**src/rtl/cpu_branch_resolve.sv**
```systemverilog
// Decode-side branch resolution: registers the fetch instr/pc pair, resolves JAL/JALR/branches,
// pulses redirect controls back to fetch, and squashes wrong-path captures after a redirect.
module cpu_branch_resolve #(
    parameter int XLEN          = 32,
    parameter int SQUASH_CYCLES = 2
) (
    input  logic            i_clk,
    input  logic            i_reset,
    input  logic [31:0]     i_instr,
    input  logic [XLEN-1:0] i_pc_in,
    input  logic [XLEN-1:0] i_rs1_data,
    input  logic [XLEN-1:0] i_rs2_data,
    output logic [4:0]      o_rs1_addr,
    output logic [4:0]      o_rs2_addr,
    output logic [31:0]     o_id_instr,
    output logic [XLEN-1:0] o_id_pc,
    output logic            o_id_valid,
    output logic            o_jal,
    output logic            o_jalr,
    output logic            o_branch,
    output logic            o_branch_taken,
    output logic [XLEN-1:0] o_branch_target,
    output logic [XLEN-1:0] o_jalr_target,
    output logic            o_state,
    output logic [2:0]      o_squash_cnt
);

    typedef enum logic {ST_RUN = 1'b0, ST_SQUASH = 1'b1} state_t;

    localparam logic [6:0] OP_JAL    = 7'b1101111;
    localparam logic [6:0] OP_JALR   = 7'b1100111;
    localparam logic [6:0] OP_BRANCH = 7'b1100011;
    localparam logic [2:0] SQ_LOAD   = 3'(SQUASH_CYCLES);

    state_t            r_state;
    logic [2:0]        r_squash_cnt;
    logic [31:0]       r_id_instr;
    logic [XLEN-1:0]   r_id_pc;
    logic              r_id_valid;
    logic              r_jal;
    logic              r_jalr;
    logic              r_branch;
    logic              r_branch_taken;
    logic [XLEN-1:0]   r_branch_target;
    logic [XLEN-1:0]   r_jalr_target;

    logic              w_decode_en;
    logic              w_is_jal;
    logic              w_is_jalr;
    logic              w_is_branch;
    logic              w_cond;
    logic              w_redirect;
    logic [XLEN-1:0]   w_imm_i;
    logic [XLEN-1:0]   w_imm_j;
    logic [XLEN-1:0]   w_imm_b;

    assign w_imm_i = {{(XLEN-12){r_id_instr[31]}}, r_id_instr[31:20]};
    assign w_imm_j = {{(XLEN-20){r_id_instr[31]}}, r_id_instr[19:12], r_id_instr[20],
                      r_id_instr[30:21], 1'b0};
    assign w_imm_b = {{(XLEN-12){r_id_instr[31]}}, r_id_instr[7], r_id_instr[30:25],
                      r_id_instr[11:8], 1'b0};

    // Only a valid instruction on the correct path may produce control effects.
    assign w_decode_en = r_id_valid && (r_state == ST_RUN);
    assign w_is_jal    = w_decode_en && (r_id_instr[6:0] == OP_JAL);
    assign w_is_jalr   = w_decode_en && (r_id_instr[6:0] == OP_JALR);
    assign w_is_branch = w_decode_en && (r_id_instr[6:0] == OP_BRANCH);

    always_comb begin
        w_cond = 1'b0;
        case (r_id_instr[14:12])
            3'b000:  w_cond = (i_rs1_data == i_rs2_data);
            3'b001:  w_cond = (i_rs1_data != i_rs2_data);
            3'b100:  w_cond = ($signed(i_rs1_data) <  $signed(i_rs2_data));
            3'b101:  w_cond = ($signed(i_rs1_data) >= $signed(i_rs2_data));
            3'b110:  w_cond = (i_rs1_data <  i_rs2_data);
            3'b111:  w_cond = (i_rs1_data >= i_rs2_data);
            default: w_cond = 1'b0;
        endcase
    end

    assign w_redirect = w_is_jal || w_is_jalr || (w_is_branch && w_cond);

    always_ff @(posedge i_clk) begin
        if (i_reset) begin
            r_state         <= ST_RUN;
            r_squash_cnt    <= 3'd0;
            r_id_instr      <= 32'd0;
            r_id_pc         <= '0;
            r_id_valid      <= 1'b0;
            r_jal           <= 1'b0;
            r_jalr          <= 1'b0;
            r_branch        <= 1'b0;
            r_branch_taken  <= 1'b0;
            r_branch_target <= '0;
            r_jalr_target   <= '0;
        end else begin
            r_id_instr     <= i_instr;
            r_id_pc        <= i_pc_in;
            r_jal          <= w_is_jal;
            r_jalr         <= w_is_jalr;
            r_branch       <= w_is_branch;
            r_branch_taken <= w_is_branch && w_cond;
            if (w_is_jal)
                r_branch_target <= r_id_pc + w_imm_j;
            else if (w_is_branch)
                r_branch_target <= r_id_pc + w_imm_b;
            if (w_is_jalr)
                r_jalr_target <= (i_rs1_data + w_imm_i) & ~{{(XLEN-1){1'b0}}, 1'b1};

            case (r_state)
                ST_RUN: begin
                    if (w_redirect) begin
                        r_state      <= ST_SQUASH;
                        r_squash_cnt <= SQ_LOAD;
                        r_id_valid   <= 1'b0;
                    end else begin
                        r_id_valid   <= 1'b1;
                    end
                end
                default: begin
                    // The capture on the edge that drains the counter is the redirect target.
                    r_squash_cnt <= r_squash_cnt - 3'd1;
                    if (r_squash_cnt == 3'd1) begin
                        r_state    <= ST_RUN;
                        r_id_valid <= 1'b1;
                    end else begin
                        r_id_valid <= 1'b0;
                    end
                end
            endcase
        end
    end

    assign o_rs1_addr      = r_id_instr[19:15];
    assign o_rs2_addr      = r_id_instr[24:20];
    assign o_id_instr      = r_id_instr;
    assign o_id_pc         = r_id_pc;
    assign o_id_valid      = r_id_valid;
    assign o_jal           = r_jal;
    assign o_jalr          = r_jalr;
    assign o_branch        = r_branch;
    assign o_branch_taken  = r_branch_taken;
    assign o_branch_target = r_branch_target;
    assign o_jalr_target   = r_jalr_target;
    assign o_state         = r_state;
    assign o_squash_cnt    = r_squash_cnt;

endmodule

```
**config.mk**
```make
export PLATFORM = sky130hd
export DESIGN_NAME = cpu_branch_resolve
export DESIGN_NICKNAME = d
export VERILOG_FILES = /design/src/rtl/cpu_branch_resolve.sv
export SDC_FILE = /design/constraint.sdc
export NUM_CORES = 1
export LEC_CHECK = 0
export ABC_AREA = 1
export ABC_CLOCK_PERIOD_IN_PS = 3740
export BUFFER_PORTS_ARGS = -buffer_cell sky130_fd_sc_hd__buf_4
export CORE_ASPECT_RATIO = 1.2
export CORE_MARGIN = 2
export CORE_UTILIZATION = 40
export CTS_CLUSTER_SIZE = 12
export DETAILED_ROUTE_END_ITERATION = 12
export PLACE_DENSITY = 0.66
export SLEW_MARGIN = 20
export SYNTH_ARGS = -nofsm -noshare
export SYNTH_HDL_FRONTEND = slang
export SYNTH_SLANG_ARGS = --single-unit
```
**constraint.sdc**
```tcl
create_clock -name i_clk -period 3.74 [get_ports i_clk]
set_input_delay 0.748 -clock i_clk [delete_from_list [all_inputs] [get_ports i_clk]]
set_output_delay 0.748 -clock i_clk [all_outputs]
set_load 0.05 [all_outputs]
```
* After elaboration in Yosys (flattened, before gate mapping)
Index checks and enable logic that the tools add are counted. W data, S select, Z words.
Cells by class: reduce and logical (&&, ||, !) cells 10, $lt $le $gt $ge 4, multiplexer cells 11, add/subtract/negate cells 4, bitwise gates (word level) 1, equal/unequal tests 11
Operator list (count):
- $add A32 B32 Y32 | 3
- $ge A32 B32 Y1 | 2
- $lt A32 B32 Y1 | 2
- $mux W32 | 2
- $eq A32 B32 Y1 | 1
- $ne A32 B32 Y1 | 1
- $eq A7 B7 Y1 const B | 3
- $eq A3 B3 Y1 const B | 4
- $eq A3 B1 Y1 const B | 2
- $mux W1 | 6
- $mux W3 | 2
- $pmux W1 S6 | 1
- $logic_and A1 B1 Y1 | 5
- $reduce_bool A2 Y1 | 2
- $logic_not A3 Y1 | 1
- $sub A3 B1 Y3 const B | 1
- $logic_or A1 B1 Y1 | 2
- $not A1 Y1 | 1
Word-level totals: register bits 136, output and inout port bits 147, word-level logic and storage cells 52, input port bits 130

* Depth between registers and ports, before layout
depth in word-level cells 7, depth in mapped cells 24, gate-level depth less buffers 23

* Worst setup path after synthesis
Ideal clock, no wire load.
path kind register to register, start reg r_id_instr[6] (netlist: o_id_instr[6]), end reg r_branch_target[19] (netlist: o_branch_target[19]), buffers on the path 1, stages on the path, launching flop included 25, path slack 67 ps, arrival 3562 ps, clock period less this slack 3673 ps, library setup time 111 ps, required time 3629 ps, cell sequence dfxtp_1 -> nand2_1 -> nor2_2 -> inv_2 -> nor3b_2 -> inv_2 -> nor3_4 -> inv_1 -> clkbuf_1 -> nand2_1 -> o21ai_0 -> ha_1 -> fa_1 -> nand3_1 -> nand3_1 -> a21oi_2 -> o21ai_2 -> a21oi_1 -> o21ai_2 -> nand2_1 -> nand2_1 -> nand2_1 -> nand3_1 -> nand3_1 -> inv_1
On the way: word-level cells in the longest chain between the ends 3, elaborated cells between the ends (all ways) 6, classes of those cells 2 x eq/ne; 1 x mux; 3 x reduce/logical
Ends and longest elaborated chain:
- start: declaration | RTL line 37 | logic [31:0] r_id_instr;
- start signal: assignment | RTL line 98 | r_id_instr <= i_instr;
- $eq A7 B7 Y1 (on tied branches) | RTL line 65, 67
- $logic_and A1 B1 Y1 (on tied branches) | RTL line 65, 67
- $mux W32 or $reduce_bool A2 Y1 (tied branches)
- end signal: assignment | RTL line 105 | r_branch_target <= r_id_pc + w_imm_j;
- end signal: assignment | RTL line 107 | r_branch_target <= r_id_pc + w_imm_b;
- end: declaration | RTL line 44 | logic [XLEN-1:0] r_branch_target;
Parallel ways exist; a longest one is shown, timed or not. A chain may end at the register's enable or synchronous reset.

* Worst setup path in the final report
start reg r_id_instr[6] (netlist: o_id_instr[6]), end reg r_branch_target[29] (netlist: o_branch_target[29])
Same word-level chain as after synthesis.

==> results_dict.tcl <==
set metrics [dict create \
    cts_tree "yes" \
    relSlewSlack 0.5531 \
    route.detailed.drc 0 \
    critPathMaxFanout 8 \
    layout_commonest_cell "buf_4" \
    synthCells 1346 \
    setup_violations 0 \
    arrival_ps 3770 \
    std_cell_rows 60 \
    gp_congestion 0.9576 \
    cp_slowest_cell "fa_2" \
    grt_use_total 0.2480 \
    grt_pass1_wl_um 47020 \
    p_leak_uw 0.006738 \
    synth_edf_count 0 \
    hold_depth 2 \
    reg2reg_depth 21 \
    postSynth.asyncResetShare 0 \
    fin_tns_setup_ps 0 \
    clk_path_buf_depth 2 \
    avgSynthCellArea_um2 6.856 \
    cap_violations 0 \
    drt_iter0_markers 348 \
    rsz0062_at_grt "true" \
    worst_slew_pin_slew_ps 670.4 \
    die_w_um 142.7 \
    period_needed_ps 3444 \
    synth_top_area_cell "dfxtp_1" \
    fin_nets 1843 \
    crit_type "register to register" \
    ys_seq_area_frac 0.2951 \
    cp_cell_sequence "nand2_1 > nor2_2 > inv_2 > nor3b_2 > inv_2 > nor3_4 > clkinvlp_4 > nand2_1 > o21ai_0 > ha_1 > fa_2 > nand3_1 > nand3_2 > a21oi_4 > o21ai_2 > a21boi_2 > buf_4 > o21ai_0 > xor2_1 > o21bai_1 > inv_1" \
    die_height_um 170.4 \
    synth_area_leaders "dfxtp_1, ha_1, inv_1, nor2_1, nand2_1" \
    slowest_delay_ps 350 \
    mostFrequentLayoutCells "buf_4, inv_1, nor2_1, nand2_1, dfxtp_1" \
    end_kind "register" \
    hold_buffers 0 \
    htreeDepth 4 \
    dpl.hpwl_um 24860 \
    synth-seq-cells 136 \
    clockRootBuffer "clkbuf_16" \
    syn_nets 1572 \
    min_path_type "register to register" \
    crit_path_start_kind "register" \
    nFillCells 2311 \
    viasPerCell 4.927 \
    start_util 0.4097 \
    grt_pass1_vias 9133 \
    fp.dieArea_um2 24300 \
    drtAntennaViolNets 0 \
    routed-via-count 9405 \
    synth_top_area_share 0.2951 \
    io_buffers 275 \
    synthesis.area_um2 9228 \
    maxSlewViolCount 0 \
    multi_input_area_um2 5389 \
    clk_pin_slew_ps 70 \
    grt-ovfl-total 0 \
    peakVddDrop_v 0.0002814 \
    cts_sinks 136 \
    clk_latency_ps 440 \
    syn2layout_area_growth_pct 32.15 \
    yosysWarningCount 0 \
    timing.fmax_ghz 0.2904 \
    antenna_found_initial 0 \
    drt-pass1-iter-count 5 \
    cp.required_ps 4070 \
    cts_buffers 17 \
    wl_per_cell_um 15.94 \
    ys_types 50 \
    p_per_area_nw_per_um2 342.9 \
    drt_wl_total_um 30430 \
    grt_max_degree 61 \
    seqCellArea_um2 2723 \
    diodes 0 \
    whs_ps 491.7 \
    core-area_um2 22520 \
    drive_above_1_share 0.2294 \
    clock_skew_ps 12.02 \
    status "complete, no violations" \
    synthFlopType "dfxtp_1" \
    num_io_pins 277 \
    finalHoldViolations 0 \
    period_share 0.9208 \
]
==> report_power, final <==
group / total, µW / switching (µW) / internal (µW)
clock: 1650 / 759 / 892
combinational: 1000 / 630 / 375
sequential: 1530 / 39.9 / 1490
==> path summary, 6_finish.rpt <==
kind                      startpoint  slack (ps)                  end
hold reg to reg   o_branch_target[2]         490   o_branch_target[2]
setup / recovery       o_id_instr[6]         300  o_branch_target[29]
setup reg to reg       o_id_instr[6]         300  o_branch_target[29]
hold / removal    o_branch_target[2]         490   o_branch_target[2]
==> state kept, by name, summed over array words and instances (netlist names) <==
name,flops
o_branch_taken,1
o_jalr_target,31
o_squash_cnt,3
o_branch,1
o_id_pc,32
o_state,1
o_id_instr,32
o_jal,1
o_id_valid,1
o_jalr,1
o_branch_target,32
==> critical path: cells and delay by family, from the launching register on <==
| family | cells | cell delay, ps |
|---|---|---|
| adder cells (fa/ha/maj) | 2 | 570 |
| flip-flops | 1 | 340 |
| AND/OR/NAND/NOR | 7 | 880 |
| buffers and inverters | 5 | 560 |
| AO/OA/AOI/OAI | 6 | 830 |
| XOR/XNOR | 1 | 150 |
==> metrics by stage <==
stage,util,total power [µW],area [µm²],setup WS (ps),cells
CTS,0.5356,4189,12060,196.6,1902
floorplan,-,2204,9228,67.24,1346
finish,0.5414,4182,12190,296.4,1909
global placement,0.5105,2541,11500,294.3,1870
global route,0.5414,4375,12190,-48.61,1909
detailed placement,0.5105,2547,11500,214.4,1870
==> layer usage <==
layer / global-route usage / up-vias / share of wire
met5: 0 / - / 0
met4: 0.09471 / 0 / 0.033
met3: 0.04052 / 54 / 0.042
met2: 0.4703 / 241 / 0.52
met1: 0.2737 / 4273 / 0.40
li1: - / 4837 / -
==> Yosys cell counts (6+ instances only) <==
| library cell | number |
|---|---|
| o21ai_0 | 77 |
| inv_1 | 258 |
| nand4_1 | 11 |
| ha_1 | 94 |
| a31oi_1 | 13 |
| xnor2_1 | 14 |
| clkbuf_1 | 19 |
| buf_4 | 12 |
| o21ai_1 | 16 |
| o21a_1 | 9 |
| o211ai_1 | 10 |
| o21ai_2 | 6 |
| nor3_1 | 10 |
| nand2_1 | 191 |
| nand3_1 | 52 |
| a21o_1 | 17 |
| nor2_1 | 212 |
| o21bai_1 | 23 |
| dfxtp_1 | 136 |
| xor2_1 | 25 |
| a21oi_1 | 86 |
==> layout make-up <==
class                      count  share of cell area
multi-input combinational    909              0.4419
sequential                   136              0.2233
timing repair buffer         289              0.1779
inverter                     263             0.08137
clock buffer                  18             0.03601
tap                          279             0.02863
clock inverter                14             0.01026
timing repair inverter         1           0.0006156
==> kinds of logic (layout without fill, tap and decap cells) <==
group,count (synthesis),after routing,synth area share
other,1,1,0.0004064
buffers and inverters,301,585,0.1292
DFF,136,136,0.2951
AOI/OAI and AO/OA,280,280,0.1847
adders and majority gates,96,96,0.1318
xor gates and xnor gates,39,39,0.03702
and+or+nand+nor,493,493,0.2218
==> timing repair <==
item                                   in CTS  in global routing
setup endpoints to repair                   0                  7
gates resized for setup                     0                 19
endpoints found under the hold margin       0                  0
buffers inserted                            0                  6
Note: power is estimated with default switching activity, not from simulation.
